## src/rtl/debounce_pkg.sv

```systemverilog
// -----------------------------------------------------------------------------
// debounce_pkg
// Shared constants for the board-input conditioning block: clock rate, default
// debounce/auto-repeat timing in clk_50 cycles, and the channel index map.
// Optional feature macro used by the block: DEBOUNCE_REPEAT_EN (auto-repeat).
// -----------------------------------------------------------------------------
package debounce_pkg;

    localparam int CLK_HZ              = 50_000_000;
    localparam int DEBOUNCE_MS_DEFAULT = 20;

    localparam int N_IN_DEFAULT            = 5;
    localparam int DEBOUNCE_CYCLES_DEFAULT = (CLK_HZ / 1000) * DEBOUNCE_MS_DEFAULT;
    localparam int REPEAT_DELAY_DEFAULT    = (CLK_HZ / 1000) * 500;
    localparam int REPEAT_PERIOD_DEFAULT   = (CLK_HZ / 1000) * 100;

    // Channel map: buttons occupy [1:0], DIP switches [4:2]
    localparam int BTN_LSB   = 0;
    localparam int DIPSW_LSB = 2;

    function automatic int max_int(input int a, input int b);
        return (a > b) ? a : b;
    endfunction

endpackage

```

## src/rtl/debounce_if.sv

```systemverilog
// -----------------------------------------------------------------------------
// debounce_if
// Bundles the raw pad inputs and the conditioned outputs of debounce_inputs.
//   raw_n         : raw active-low pad levels (asynchronous to clk_50)
//   level         : debounced active-high state
//   press         : one-cycle pulse on debounced 0->1 (and on auto-repeat)
//   release_pulse : one-cycle pulse on debounced 1->0
//   any_change    : OR of all press/release bits, aligned with them
// Modports: master = the debouncer, slave = board/consumer side.
// -----------------------------------------------------------------------------
interface debounce_if
    import debounce_pkg::*;
#(
    parameter int N_IN = N_IN_DEFAULT
);
    logic [N_IN-1:0] raw_n;
    logic [N_IN-1:0] level;
    logic [N_IN-1:0] press;
    logic [N_IN-1:0] release_pulse;
    logic            any_change;

    modport master (
        input  raw_n,
        output level,
        output press,
        output release_pulse,
        output any_change
    );

    modport slave (
        output raw_n,
        input  level,
        input  press,
        input  release_pulse,
        input  any_change
    );
endinterface

```

## src/rtl/debounce_chan.sv

```systemverilog
// -----------------------------------------------------------------------------
// debounce_chan
// One input channel: 2-flop synchronizer, stable-time debounce counter and
// registered press/release pulse generation. With DEBOUNCE_REPEAT_EN defined,
// a held press re-pulses after REPEAT_DELAY cycles, then every REPEAT_PERIOD.
// Ports:
//   clk_50, rst_n  : clock, asynchronous active-low reset
//   raw_n          : raw active-low pad input
//   level          : debounced active-high level
//   press          : one-cycle press pulse (registered, aligned with level)
//   release_pulse  : one-cycle release pulse (registered, aligned with level)
//   pulse_nxt      : next-cycle value of press|release_pulse, lets the parent
//                    register any_change in step with the pulses
// -----------------------------------------------------------------------------
module debounce_chan
    import debounce_pkg::*;
#(
    parameter int DEBOUNCE_CYCLES = DEBOUNCE_CYCLES_DEFAULT,
    parameter int REPEAT_DELAY    = REPEAT_DELAY_DEFAULT,
    parameter int REPEAT_PERIOD   = REPEAT_PERIOD_DEFAULT
) (
    input  logic clk_50,
    input  logic rst_n,
    input  logic raw_n,
    output logic level,
    output logic press,
    output logic release_pulse,
    output logic pulse_nxt
);

    if (DEBOUNCE_CYCLES < 1) begin : g_bad_debounce
        $error("debounce_chan: DEBOUNCE_CYCLES must be >= 1");
    end
    if (REPEAT_DELAY < 1 || REPEAT_PERIOD < 1) begin : g_bad_repeat
        $error("debounce_chan: repeat timing must be >= 1");
    end

    localparam int            CW       = $clog2(DEBOUNCE_CYCLES + 1);
    localparam logic [CW-1:0] CNT_LAST = CW'(DEBOUNCE_CYCLES - 1);

    logic          sync1, sync2;
    logic          s;
    logic [CW-1:0] cnt, cnt_nxt;
    logic          level_nxt, press_nxt, rel_nxt;
    logic          rep_hit;

    assign s = ~sync2;

    always_ff @(posedge clk_50 or negedge rst_n) begin
        if (!rst_n) begin
            sync1 <= 1'b1;
            sync2 <= 1'b1;
        end else begin
            sync1 <= raw_n;
            sync2 <= sync1;
        end
    end

`ifdef DEBOUNCE_REPEAT_EN
    localparam int            RW        = $clog2(max_int(REPEAT_DELAY, REPEAT_PERIOD) + 1);
    localparam logic [RW-1:0] REP_FIRST = RW'(REPEAT_DELAY - 1);
    localparam logic [RW-1:0] REP_NEXT  = RW'(REPEAT_PERIOD - 1);

    logic [RW-1:0] rcnt;
    logic          rep_armed;   // first repeat already issued: use the period

    assign rep_hit = level && (rcnt == (rep_armed ? REP_NEXT : REP_FIRST));

    always_ff @(posedge clk_50 or negedge rst_n) begin
        if (!rst_n) begin
            rcnt      <= '0;
            rep_armed <= 1'b0;
        end else if (!level) begin
            rcnt      <= '0;
            rep_armed <= 1'b0;
        end else if (rep_hit) begin
            rcnt      <= '0;
            rep_armed <= 1'b1;
        end else begin
            rcnt <= rcnt + 1'b1;
        end
    end
`else
    assign rep_hit = 1'b0;
`endif

    always_comb begin
        cnt_nxt   = cnt;
        level_nxt = level;
        press_nxt = 1'b0;
        rel_nxt   = 1'b0;
        if (s == level) begin
            cnt_nxt = '0;
        end else if (cnt == CNT_LAST) begin
            cnt_nxt   = '0;
            level_nxt = s;
            press_nxt = s;
            rel_nxt   = ~s;
        end else begin
            cnt_nxt = cnt + 1'b1;
        end
        // A repeat press never coincides with the release that ends the hold
        if (rep_hit && !rel_nxt) begin
            press_nxt = 1'b1;
        end
    end

    assign pulse_nxt = press_nxt | rel_nxt;

    always_ff @(posedge clk_50 or negedge rst_n) begin
        if (!rst_n) begin
            cnt           <= '0;
            level         <= 1'b0;
            press         <= 1'b0;
            release_pulse <= 1'b0;
        end else begin
            cnt           <= cnt_nxt;
            level         <= level_nxt;
            press         <= press_nxt;
            release_pulse <= rel_nxt;
        end
    end

endmodule

```

## src/rtl/debounce_inputs.sv

```systemverilog
// -----------------------------------------------------------------------------
// debounce_inputs
// Conditions the active-low board inputs (buttons at BTN_LSB, DIP switches at
// DIPSW_LSB) into clean active-high levels plus press/release pulses in the
// clk_50 domain. One debounce_chan per channel; any_change is registered so it
// lines up with the per-channel pulses.
// Optional feature: define DEBOUNCE_REPEAT_EN for press auto-repeat.
// Ports:
//   clk_50 : 50 MHz system clock
//   rst_n  : asynchronous active-low reset
//   bus    : debounce_if.master (raw_n in; level/press/release_pulse/any_change out)
// -----------------------------------------------------------------------------
module debounce_inputs
    import debounce_pkg::*;
#(
    parameter int N_IN            = N_IN_DEFAULT,
    parameter int DEBOUNCE_CYCLES = DEBOUNCE_CYCLES_DEFAULT,
    parameter int REPEAT_DELAY    = REPEAT_DELAY_DEFAULT,
    parameter int REPEAT_PERIOD   = REPEAT_PERIOD_DEFAULT
) (
    input  logic       clk_50,
    input  logic       rst_n,
    debounce_if.master bus
);

    logic [N_IN-1:0] level_v;
    logic [N_IN-1:0] press_v;
    logic [N_IN-1:0] rel_v;
    logic [N_IN-1:0] pulse_nxt;
    logic            any_change_r;

    for (genvar i = 0; i < N_IN; i++) begin : g_chan
        debounce_chan #(
            .DEBOUNCE_CYCLES (DEBOUNCE_CYCLES),
            .REPEAT_DELAY    (REPEAT_DELAY),
            .REPEAT_PERIOD   (REPEAT_PERIOD)
        ) u_chan (
            .clk_50        (clk_50),
            .rst_n         (rst_n),
            .raw_n         (bus.raw_n[i]),
            .level         (level_v[i]),
            .press         (press_v[i]),
            .release_pulse (rel_v[i]),
            .pulse_nxt     (pulse_nxt[i])
        );
    end

    always_ff @(posedge clk_50 or negedge rst_n) begin
        if (!rst_n) begin
            any_change_r <= 1'b0;
        end else begin
            any_change_r <= |pulse_nxt;
        end
    end

    assign bus.level         = level_v;
    assign bus.press         = press_v;
    assign bus.release_pulse = rel_v;
    assign bus.any_change    = any_change_r;

endmodule

```

## src/flat_wrapper.sv

```systemverilog
// flat-port wrapper written by rule: the top's interface ports become plain ports
module debounce_inputs_flat import debounce_pkg::*;
#(
    parameter int N_IN            = N_IN_DEFAULT,
    parameter int DEBOUNCE_CYCLES = DEBOUNCE_CYCLES_DEFAULT,
    parameter int REPEAT_DELAY    = REPEAT_DELAY_DEFAULT,
    parameter int REPEAT_PERIOD   = REPEAT_PERIOD_DEFAULT
)
  (clk_50, rst_n, bus_raw_n, bus_level, bus_press, bus_release_pulse, bus_any_change);
  debounce_if #(.N_IN(N_IN)) bus_i ();
  input  logic clk_50;
  input  logic rst_n;
  input wire logic [$bits(bus_i.raw_n)-1:0] bus_raw_n;
  output wire logic [$bits(bus_i.level)-1:0] bus_level;
  output wire logic [$bits(bus_i.press)-1:0] bus_press;
  output wire logic [$bits(bus_i.release_pulse)-1:0] bus_release_pulse;
  output wire logic [$bits(bus_i.any_change)-1:0] bus_any_change;
  assign bus_i.raw_n = bus_raw_n;
  assign bus_level = bus_i.level;
  assign bus_press = bus_i.press;
  assign bus_release_pulse = bus_i.release_pulse;
  assign bus_any_change = bus_i.any_change;
  debounce_inputs #(.N_IN(N_IN), .DEBOUNCE_CYCLES(DEBOUNCE_CYCLES), .REPEAT_DELAY(REPEAT_DELAY), .REPEAT_PERIOD(REPEAT_PERIOD)) u_core (.clk_50(clk_50), .rst_n(rst_n), .bus(bus_i));
endmodule
```

## config.mk

```make
export PLATFORM = sky130hd
export DESIGN_NAME = debounce_inputs_flat
export DESIGN_NICKNAME = d
export VERILOG_FILES = /design/src/rtl/debounce_pkg.sv /design/src/rtl/debounce_if.sv /design/src/rtl/debounce_chan.sv /design/src/rtl/debounce_inputs.sv /design/src/flat_wrapper.sv
export SDC_FILE = /design/constraint.sdc
export NUM_CORES = 1
export LEC_CHECK = 0
export CORE_UTILIZATION = 30
export DETAILED_ROUTE_END_ITERATION = 12
export HOLD_SLACK_MARGIN = 0.15
export PLACE_DENSITY = 0.57
export SYNTH_ARGS = -nofsm -noshare
export SYNTH_HDL_FRONTEND = slang
export SYNTH_SLANG_ARGS = --single-unit
export TNS_END_PERCENT = 5
```

## constraint.sdc

```tcl
create_clock -name clk_50 -period 1.65 [get_ports clk_50]
set_input_delay 0.33 -clock clk_50 [delete_from_list [all_inputs] [get_ports clk_50]]
set_output_delay 0.33 -clock clk_50 [all_outputs]
set_load 0.005 [all_outputs]
```

==> out/metrics.cfg <==
[worst_setup_path]
ff2ff_path_depth=6
path_cells=ha_1 > nand4_1 > nor3_1 > nand4_1 > xor2_1 > nor2_1
cp_slowest_stage_delay_ns=0.43
cp.buffers_inverters=0
cp-end-kind=flip-flop
timing.rr.start=u_core.g_chan[2].u_chan.cnt[0]$_DFF_PN0_
arrival_ns=1.94
cpMostUsedCell=nand4_1
r2r_end=u_core.g_chan[2].u_chan.cnt[18]$_DFF_PN0_
cp_slowest_cell=nor3_1
crit_path_start_kind=flip-flop
path_delay_family=simple AND/OR/NAND/NOR gates
worstSetupPathType=reg -> reg
rrSetupSlack_ns=0.009
crit_fanout=4
cp.required_ns=1.95

[worst_hold_path]
min-delay-start=bus_raw_n[0]
min_delay_path_depth=1
hold_class=in -> reg
hold_path_end=u_core.g_chan[0].u_chan.sync1$_DFF_PN1_

[detailed_routing]
firstDrtPassIters=4
first_iter_violations=265
routed_wl_um=11480
vias=4132
drcViolationCount=0
wl_per_cell_um=12.48
vias_per_cell=4.491
antenna_left=0

[cells_and_area]
drive_above_1_share_pct=19.85
final_cell_mix=nor2_1, dfrtp_1, buf_4, xor2_1, xnor2_1
nNetsFinal=659
post-route-util_pct=39.22
fin_area_mm2=0.007435
final_common_cell=nor2_1
syn2layout_area_growth_pct=26.26
fin_cells=920
diodes=0

[global_routing]
antenna_found_initial=0
grt_pass1_vias=4335
overflow=0
track_usage_pct=12.73
grt_max_degree=35
grt_pass1_wl_um=20410

[power_and_ir_drop]
p_per_area_mw_per_mm2=934.7
total_leakage_power_nw=3.290
seqPwrFrac_pct=45.8
p_sw_share_pct=21.24
total_power_mw=6.949
p_sw_mw=1.476
p_clk_share_pct=50.3
ir_drop_uv=465.7
combPwrFrac_pct=4.0
internal_power_mw=5.473

[run_status]
outcome=finished, final reports clean

[clock_tree]
cts_buffer_depth=2
htree_levels=4
clock_latency_ns=0.42
cts_sinks=126
cts_tree=done
cts_buffers=17
path_clk_slew_ns=0.05
root_buffer=clkbuf_16

[place]
place_congestion=0.7750
placed_area_mm2=0.006756
pre_cts_slack_ns=-0.05525
dp_cells=883
io_buffers=22
dp_hpwl_um=8039

[sta]
setup_viol=0
final.setup_skew_ns=0.01000
finalSetupTns_ns=0
finalHoldViolCount=0
relSlewSlack_pct=69.63
timing.final.crit_share_pct=99.43
tightest_slew_ns=0.4555
rsz0062_at_grt=yes
slew_violations=0
setup_slack_ns=0.009379
hold_ws_ns=0.3181
fin_crit_ns=1.641
fmax_mhz=609.5

[logic_synthesis]
synth_ff_type=dfrtp_1
syn_area_per_cell_um2=10.35
muxShareOfSynthArea_pct=0.3400
synthCells=569
yosysSeqAreaShare_pct=53.76
synthTopCellsByArea=dfrtp_1, nor2_1, xor2_1, xnor2_1, dfstp_2
yosys.area_share.simple_pct=25.61
synth_xor_xnor_area_share_pct=13.98
synth_top_area_share_pct=49.30
synth_adder_area_share_pct=1.062
synthDistinctLibCells=41
synth_fp_nets=581
ys_warn_count=0
syn_area_mm2=0.005888
yosysTopAreaCell=dfrtp_1
synth_top_family_by_area=simple AND/OR/NAND/NOR gates
synth-compound-area-share_pct=1.232
synth_seq_cells=126
synth_edf_count=0
async_reset_ff_share_pct=100.0

[floorplan]
initial_core_util_pct=31.06
row_count=50
die_w_um=142.1
core_mm2=0.01896
pin_count=23
fp.dieArea_mm2=0.02019
die_y_um=142.1

[run]
cap_violations=0

flip-flops by register name (all words and copies together), names as in the netlist:
register and count:
u_core.g_chan.u_chan.level 5, u_core.g_chan.u_chan.sync1 5, u_core.g_chan.u_chan.cnt 100, u_core.g_chan.u_chan.release_pulse 5, u_core.bus.any_change 1, u_core.g_chan.u_chan.sync2 5
u_core.g_chan.u_chan.press 5
power groups by stage:
| stage | clock network (mW) | logic, mW | registers, mW |
|---|---|---|---|
| after floorplan | 0 | 0.0991 | 3.23 |
| after global placement | 0 | 0.264 | 3.23 |
| after detailed placement | 0 | 0.272 | 3.23 |
| after CTS | 3.58 | 0.280 | 3.18 |
| after global routing | 3.74 | 0.314 | 3.19 |
| final | 3.49 | 0.275 | 3.18 |
metal layers:
layer	wire [um]	track usage (%)	vias to the layer above
met1	5388	15.84	2016
met2	5597	20.90	45
li1	-	-	2056
met3	304	3.230	15
met5	0	0	-
met4	187	5.490	0
repair_timing:
action	CTS	global route
buffers inserted	1	3
hold buffers	1	0
pin swaps	6	5
endpoints found under the setup margin	68	82
endpoints found under the hold margin	25	0
resized for setup	11	14
layout make-up:
cell class / instances / area [um2]
Clock buffer: 25 / 495.5
Clock inverter: 7 / 60.06
Fill cell: 1786 / 11520
Inverter: 15 / 56.30
Multi-Input combinational cell: 401 / 2567
Sequential cell: 126 / 3168
Tap cell: 260 / 325.3
Timing Repair Buffer: 86 / 762.0
worst max-delay path by stage:
stage / to / startpoint / slack (ns) / cells past startpoint
6_report: u_core.g_chan[2].u_chan.cnt[18]$_DFF_PN0_ / u_core.g_chan[2].u_chan.cnt[0]$_DFF_PN0_ / 0.009 / 6
3_5_place_dp: u_core.g_chan[3].u_chan.cnt[12]$_DFF_PN0_ / u_core.g_chan[3].u_chan.cnt[12]$_DFF_PN0_ / -0.06 / 6
5_1_grt: u_core.g_chan[2].u_chan.cnt[18]$_DFF_PN0_ / u_core.g_chan[2].u_chan.cnt[0]$_DFF_PN0_ / -0.10 / 6
2_1_floorplan: u_core.g_chan[0].u_chan.cnt[11]$_DFF_PN0_ / u_core.g_chan[0].u_chan.cnt[0]$_DFF_PN0_ / 0.007 / 7
4_1_cts: u_core.g_chan[0].u_chan.cnt[2]$_DFF_PN0_ / u_core.g_chan[0].u_chan.cnt[0]$_DFF_PN0_ / -0.03 / 7
3_3_place_gp: u_core.g_chan[2].u_chan.cnt[2]$_DFF_PN0_ / u_core.g_chan[2].u_chan.cnt[0]$_DFF_PN0_ / -0.02 / 7
worst register-to-register path: stages (launching register included):
cell     delay (ns)
dfrtp_1        0.35
ha_1           0.18
nand4_1        0.19
nor3_1         0.43
nand4_1        0.18
xor2_1         0.16
nor2_1         0.05
logic make-up (layout without fill, tap and decap cells):
kind of cell | Yosys count | after routing
AOI/OAI and AO/OA | 12 | 12
xor gates and xnor gates | 94 | 94
adders and majority gates | 5 | 5
buffers and inverters | 42 | 133
DFF | 126 | 126
muxes | 2 | 2
and+or+nand+nor | 288 | 288
synth_stat cells, types with 6 or more instances:
library cell  instances
xnor2_1              43
and4_1                9
nor2_1              119
dfstp_2              10
buf_2                 6
nand2_1              30
xor2_1               51
nor4_1               11
buf_4                19
dfrtp_1             116
nand3_1              40
and3_1               19
nand4_1              21
inv_1                15
nor3_1                9
Power figures use the tool's default switching activity.
